**config.mk**
```make
export PLATFORM = sky130hd
export DESIGN_NAME = mul4_controller
export DESIGN_NICKNAME = d
export VERILOG_FILES = /design/src/rtl/mul4_pkg.sv /design/src/rtl/mul4_ctrl_decode.sv /design/src/rtl/mul4_controller.sv
export SDC_FILE = /design/constraint.sdc
export NUM_CORES = 1
export LEC_CHECK = 0
export ABC_AREA = 1
export BUFFER_PORTS_ARGS = -buffer_cell sky130_fd_sc_hd__buf_2
export CAP_MARGIN = 20
export CORE_AREA = 4 4 41 43
export CTS_BUF_LIST = sky130_fd_sc_hd__clkbuf_8
export DETAILED_ROUTE_END_ITERATION = 10
export DIE_AREA = 0 0 45 47
export SLEW_MARGIN = 10
export SYNTH_ARGS = -nofsm -noshare
export SYNTH_HDL_FRONTEND = slang
export SYNTH_SLANG_ARGS = --single-unit
```
**constraint.sdc**
```tcl
create_clock -name clk -period 1.4 [get_ports clk]
set_input_delay 0.07 -clock clk [delete_from_list [all_inputs] [get_ports clk]]
set_output_delay 0.07 -clock clk [all_outputs]
set_load 0.01 [all_outputs]
```
**src/rtl/mul4_pkg.sv**
```systemverilog
// Shared definitions for the 4x4 shift-add multiplier controller: state encoding,
// datapath select polarities and the control-word layout.
package mul4_pkg;

    localparam logic [2:0] IDLE = 3'd0;
    localparam logic [2:0] LOAD = 3'd1;
    localparam logic [2:0] P0   = 3'd2;
    localparam logic [2:0] P1   = 3'd3;
    localparam logic [2:0] P2   = 3'd4;
    localparam logic [2:0] P3   = 3'd5;
    localparam logic [2:0] DONE = 3'd6;

    localparam logic SEL_HI   = 1'b1;
    localparam logic SEL_LO   = 1'b0;
    localparam logic FB_SHIFT = 1'b1;
    localparam logic FB_HOLD  = 1'b0;

    localparam int unsigned PP_STEPS = 32'd4;

    typedef enum logic [2:0] {
        ST_IDLE = IDLE,
        ST_LOAD = LOAD,
        ST_P0   = P0,
        ST_P1   = P1,
        ST_P2   = P2,
        ST_P3   = P3,
        ST_DONE = DONE
    } state_e;

    typedef struct packed {
        logic ld_1;
        logic ld_2;
        logic s0;
        logic s1;
        logic s2;
        logic acc_clr;
        logic busy;
        logic done;
    } ctrl_t;

    localparam ctrl_t CTRL_IDLE = 8'h00;

    // Zero high halves mean only aL*bL contributes, so the first three steps add nothing.
    function automatic logic hi_halves_zero(input logic [1:0] a_hi, input logic [1:0] b_hi);
        return (a_hi == 2'b00) && (b_hi == 2'b00);
    endfunction

endpackage

```
**src/rtl/mul4_ctrl_decode.sv**
```systemverilog
// Moore output decode: maps a state encoding onto the datapath control word.
module mul4_ctrl_decode
    import mul4_pkg::*;
(
    input  logic [2:0] state,
    output ctrl_t      ctrl
);

    // Per-state control word; unused encodings decode as IDLE
    always_comb begin
        ctrl = CTRL_IDLE;
        case (state)
            IDLE: begin
                ctrl = CTRL_IDLE;
            end
            LOAD: begin
                ctrl.ld_1    = 1'b1;
                ctrl.acc_clr = 1'b1;
                ctrl.busy    = 1'b1;
            end
            P0: begin
                ctrl.ld_2 = 1'b1;
                ctrl.s0   = SEL_HI;
                ctrl.s1   = SEL_HI;
                ctrl.s2   = FB_HOLD;
                ctrl.busy = 1'b1;
            end
            P1: begin
                ctrl.ld_2 = 1'b1;
                ctrl.s0   = SEL_HI;
                ctrl.s1   = SEL_LO;
                ctrl.s2   = FB_SHIFT;
                ctrl.busy = 1'b1;
            end
            P2: begin
                ctrl.ld_2 = 1'b1;
                ctrl.s0   = SEL_LO;
                ctrl.s1   = SEL_HI;
                ctrl.s2   = FB_HOLD;
                ctrl.busy = 1'b1;
            end
            P3: begin
                ctrl.ld_2 = 1'b1;
                ctrl.s0   = SEL_LO;
                ctrl.s1   = SEL_LO;
                ctrl.s2   = FB_SHIFT;
                ctrl.busy = 1'b1;
            end
            DONE: begin
                ctrl.done = 1'b1;
            end
            default: begin
                ctrl = CTRL_IDLE;
            end
        endcase
    end

endmodule

```
**src/rtl/mul4_controller.sv**
```systemverilog
// Sequencer for the 4x4 shift-add multiplier datapath. Define MUL4_CTRL_SKIP_EN to jump
// from LOAD straight to the last partial product when both operand high halves are zero.
module mul4_controller
    import mul4_pkg::*;
#(
    parameter bit DONE_PULSE = 1'b1
) (
    input  logic       clk,
    input  logic       rst,
    input  logic       start,
    input  logic       ack,
    input  logic [1:0] a_hi,
    input  logic [1:0] b_hi,
    output logic       ld_1,
    output logic       ld_2,
    output logic       s0,
    output logic       s1,
    output logic       s2,
    output logic       acc_clr,
    output logic       busy,
    output logic       done
);

    state_e state_r;
    state_e state_next_s;
    ctrl_t  ctrl_next_s;
    ctrl_t  ctrl_r;
    logic   skip_s;

`ifdef MUL4_CTRL_SKIP_EN
    assign skip_s = hi_halves_zero(a_hi, b_hi);
`else
    logic unused_hi_s;
    assign unused_hi_s = ^{a_hi, b_hi};
    assign skip_s      = 1'b0;
`endif

    // Next-state selection; start is only honoured in IDLE and ack only in DONE
    always_comb begin
        state_next_s = ST_IDLE;
        case (state_r)
            ST_IDLE: begin
                if (start) begin
                    state_next_s = ST_LOAD;
                end else begin
                    state_next_s = ST_IDLE;
                end
            end
            ST_LOAD: begin
                if (skip_s) begin
                    state_next_s = ST_P3;
                end else begin
                    state_next_s = ST_P0;
                end
            end
            ST_P0:   state_next_s = ST_P1;
            ST_P1:   state_next_s = ST_P2;
            ST_P2:   state_next_s = ST_P3;
            ST_P3:   state_next_s = ST_DONE;
            ST_DONE: begin
                if (DONE_PULSE || ack) begin
                    state_next_s = ST_IDLE;
                end else begin
                    state_next_s = ST_DONE;
                end
            end
            default: state_next_s = ST_IDLE;
        endcase
    end

    // Decoding the state being entered lets the outputs come straight from flops
    mul4_ctrl_decode u_decode (
        .state (state_next_s),
        .ctrl  (ctrl_next_s)
    );

    // State and registered control word
    always_ff @(posedge clk) begin
        if (rst) begin
            state_r <= ST_IDLE;
            ctrl_r  <= CTRL_IDLE;
        end else begin
            state_r <= state_next_s;
            ctrl_r  <= ctrl_next_s;
        end
    end

    assign ld_1    = ctrl_r.ld_1;
    assign ld_2    = ctrl_r.ld_2;
    assign s0      = ctrl_r.s0;
    assign s1      = ctrl_r.s1;
    assign s2      = ctrl_r.s2;
    assign acc_clr = ctrl_r.acc_clr;
    assign busy    = ctrl_r.busy;
    assign done    = ctrl_r.done;

endmodule

```
### After elaboration in Yosys (flattened, before gate mapping)

Index checks and enable logic that the tools add are counted.

* logic and storage cells: 27
* register bits: 10

* reduce and logical (&&, ||, !) cells: 2
* mux-type cells: 6
* equality and inequality tests: 11

Operator list (number)
* $pmux 3 s6: 1
* $pmux 4 s4: 1
* $eq 3x3->1 const B: 5
* $eq 3x2->1 const B: 4
* $eq 3x1->1 const B: 2
* $reduce_or 5->1: 1
* $mux 1: 4
* $logic_not 3->1: 1

### Longest topological paths before layout

* word-level depth: 5
* mapped depth: 8
* mapped depth without buffers: 8

### Hierarchy

From an unflattened synthesis, not the netlist that was laid out.

* cell total of the unflattened synthesis: 63
* area total of the unflattened synthesis: 449.2 um2

By module, submodules not included
* mul4_controller: times used 1, area each 374.1 um2, cells each 47
* mul4_ctrl_decode: times used 1, area each 75.1 um2, cells each 16

### Worst setup path after synthesis

No wires, ideal clock.

* path kind: reg-to-reg
* from: reg state_r[1]
* to: reg ctrl_r, in the netlist s2
* path buffers: 0
* cell stages (with the launch flop): 8
* library setup time: 70 ps
* required time: 1330 ps
* period minus slack after synthesis: 1243 ps
* setup slack: 157 ps
* arrival time: 1173 ps
* path through: dfxtp_1 nand3_1 nand2_1 inv_1 ha_1 nor2_4 nand2_1 a21oi_1

* longest elaborated chain between the ends: 4

Ends and longest elaborated chain
* start, declared: line mul4_controller.sv:24 `state_e state_r;`
* start signal, assigned: line mul4_controller.sv:83 `state_r <= state_next_s;`
* $eq 3x3->1, or another cell as far along: line mul4_controller.sv:41 `case (state_r)`
* $pmux 3 s6 (*): line mul4_controller.sv:41
* $eq 3x3->1 / $eq 3x2->1 (equally long branches): line mul4_ctrl_decode.sv:12 `case (state)`
* $pmux 4 s4 (*): line mul4_ctrl_decode.sv:12
* end signal, assigned: line mul4_controller.sv:84 `ctrl_r <= ctrl_next_s;`
* end, declared: line mul4_controller.sv:27 `ctrl_t ctrl_r;`

Every way passes the cells marked *; elsewhere a longest branch is shown, timed or not.
A chain may end at the register's enable or synchronous reset.

### Worst setup path after layout

* from: reg state_r[2]
* to: reg ctrl_r, in the netlist s2

Same word-level chain as after synthesis.

==> qor.txt <==
max-slew violations -> 0
Hold Path Sink -> ld_2
routed vias -> 311
worst setup path start -> state_r[2]
part of the Yosys area used for sequential elements -> 0.548
RePlAce Congestion -> 0.815
worst hold slack -> 0.120 ns
final core occ -> 0.376
Worst EP arrival -> 1.43 ns
leakage power -> 0.000243 uW
R2R setup slack -> 0.13 ns
GRT Util Overall -> 0.0698
Placed Instance Area -> 422 um2
Die ar. -> 2120 um2
Rel. slew slack -> 0.884
CP startpoint kind -> flip-flop
RSZ-0062 raised after global routing -> false
starting density of the core -> 0.281
mapped cell area -> 365 um2
max cap viols -> 0
Synth area leaders -> dfxtp_1 (55%), nand2_1 (8.2%), inv_1 (5.1%)
worst reg2reg path depth -> 8
count leader, synth -> dfxtp_1
post-DP HPWL -> 441 um
vias in the first global route -> 256
Yosys reg bits -> 10
num rows -> 13
antenna cells -> 0
Mean Syn Cell Area -> 8.30 um2
Period minus WS final -> 1.27 ns
Worst Hold Path Cells -> 2
hold wc startpoint -> rst
number of synthesized flops with an enable pin -> 0
Setup WS post-layout -> 0.134 ns
ANT nets after route -> 0
clk root buf -> clkbuf_8
Post-synth top cells -> dfxtp_1 (10), nand2_1 (8), inv_1 (5)
global-route wire length before repair -> 979 um
critical path capture point type -> flip-flop
status -> finished, final reports clean
die height -> 47 um
Die W -> 45 um
Final Cell Area -> 489 um2
post-place setup slack -> 0.0601 ns
initial antenna violation count -> 0
VDD IR-drop max -> 0.540 mV
Reg2Reg Launch Point -> state_r[2]
hold crit path type -> in -> reg
worst-path fanout max -> 5
largest net degree at the start of global routing -> 9
clock buffer depth -> 2
clk_lat worst skew -> 0.23 ns
area grow syn2layout -> 33.9%
CTS clk-pin slew, worst paths -> 0.04 ns
skew final -> 0.00125 ns
CTS H-tree lvls -> 1
number of top-level pins -> 16
nets -> 68
Sum Neg Setup Slack -> 0 ns
Final Cycle Share -> 0.905
Synth Instances -> 44
Async SR Flop Fraction -> 0
clock net sink count -> 10
WS Path Type -> reg -> reg
Final Setup Violations -> 0
actual slew at the worst max-slew pin -> 0.174 ns
PortBufs -> 10
PwrDens -> 1570 nW/um2
TritonCTS clock tree -> built
Worst Path Required -> 1.56 ns
Fin. Hold Viols -> 0
Synth top area share -> 0.548
reg2reg end -> s2
Vias/cell -> 4.32
Yosys warnings -> 0
Starting DRT DRC Count -> 3
WL/cell -> 8.39 um
Distinct cells, synth -> 15
most common flop cell mapped by yosys -> dfxtp_1
fmax -> 790 MHz
Mapped Nets -> 53
Num CTS Buffers -> 3
Core Area -> 1300 um2
GRT overflow -> 0
share of cells above drive strength 1 -> 0.421
area leader, netlist -> dfxtp_1
DRC Markers -> 0
Detailed Routing Iterations Pass 1 -> 4
WL final -> 604 um
[cells by family after synthesis]
| group | count (synthesis) | share of synthesized area |
|---|---|---|
| AOI/OAI and AO/OA | 4 | 0.0548 |
| and+or+nand+nor | 20 | 0.257 |
| DFF | 10 | 0.548 |
| buffers and inverters | 9 | 0.106 |
| adders and majority gates | 1 | 0.0342 |
[how the worst max path moves through the flow]
| stage | to | cells past startpoint | slack (ns) |
|---|---|---|---|
| CTS | s2 | 7 | 0.05 |
| global route | s2 | 8 | 0.01 |
| finish | s2 | 8 | 0.13 |
| global placement | s2 | 7 | 0.05 |
| floorplan | s2 | 7 | 0.16 |
| detailed placement | s2 | 7 | 0.06 |
[state kept, by name, summed over array words and instances, names as in the netlist]
| signal | count |
|---|---|
| acc_clr | 1 |
| s1 | 1 |
| s2 | 1 |
| s0 | 1 |
| busy | 1 |
| ld_2 | 1 |
| done | 1 |
| state_r | 3 |
[metrics by stage]
stage,power (uW),instances
after global routing,828,72
after global placement,480,67
after detailed placement,481,67
after CTS,772,70
after floorplan,444,44
final,767,72
[report_power, final]
part           internal [uW]  total [uW]  switching (uW)
sequential               324         344            20.6
combinational           60.2         140            79.8
clock                    187         282            95.6
[worst max-delay path, stage by stage, from the launching register on]
cell     delay (ns)
dfxtp_2        0.33
inv_2          0.09
nand3_2        0.08
nand2_2        0.07
inv_1          0.04
ha_1           0.31
nor2_4         0.11
nand2_1        0.05
a21oi_1        0.10
[layout make-up]
cell class / instances / area (um2)
Inverter: 7 / 26.3
Timing Repair Buffer: 12 / 65.1
Clock buffer: 3 / 41.3
Tap cell: 15 / 18.8
Fill cell: 149 / 812
Sequential cell: 10 / 204
Multi-Input combinational cell: 25 / 134
[per-layer routing]
layer,track usage,up-vias,routed length (um)
met3,0.0345,2,61
met4,0.0702,0,17
li1,-,164,-
met2,0.0904,11,255
met1,0.0805,134,269
met5,0,-,0
[layout by cell type, fill, tap and decap left out]
cell,n
inv_2,2
nand2_2,2
nor2_1,4
o21ai_0,1
nand3_2,1
nand2_1,7
inv_1,5
dfxtp_1,7
clkbuf_8,3
nor2_4,1
nand4_1,1
ha_1,1
nand3_1,2
nor3_1,2
dfxtp_2,3
a21oi_1,3
buf_4,2
buf_2,10
[timing repair]
| action | CTS | global route |
|---|---|---|
| setup buffers | 0 | 2 |
| hold buffers | 0 | 0 |
| gates resized for setup | 0 | 5 |
| hold endpoints to repair | 0 | 0 |
| endpoints found under the setup margin | 0 | 1 |
No activity file was read; power rests on OpenSTA's default activity.
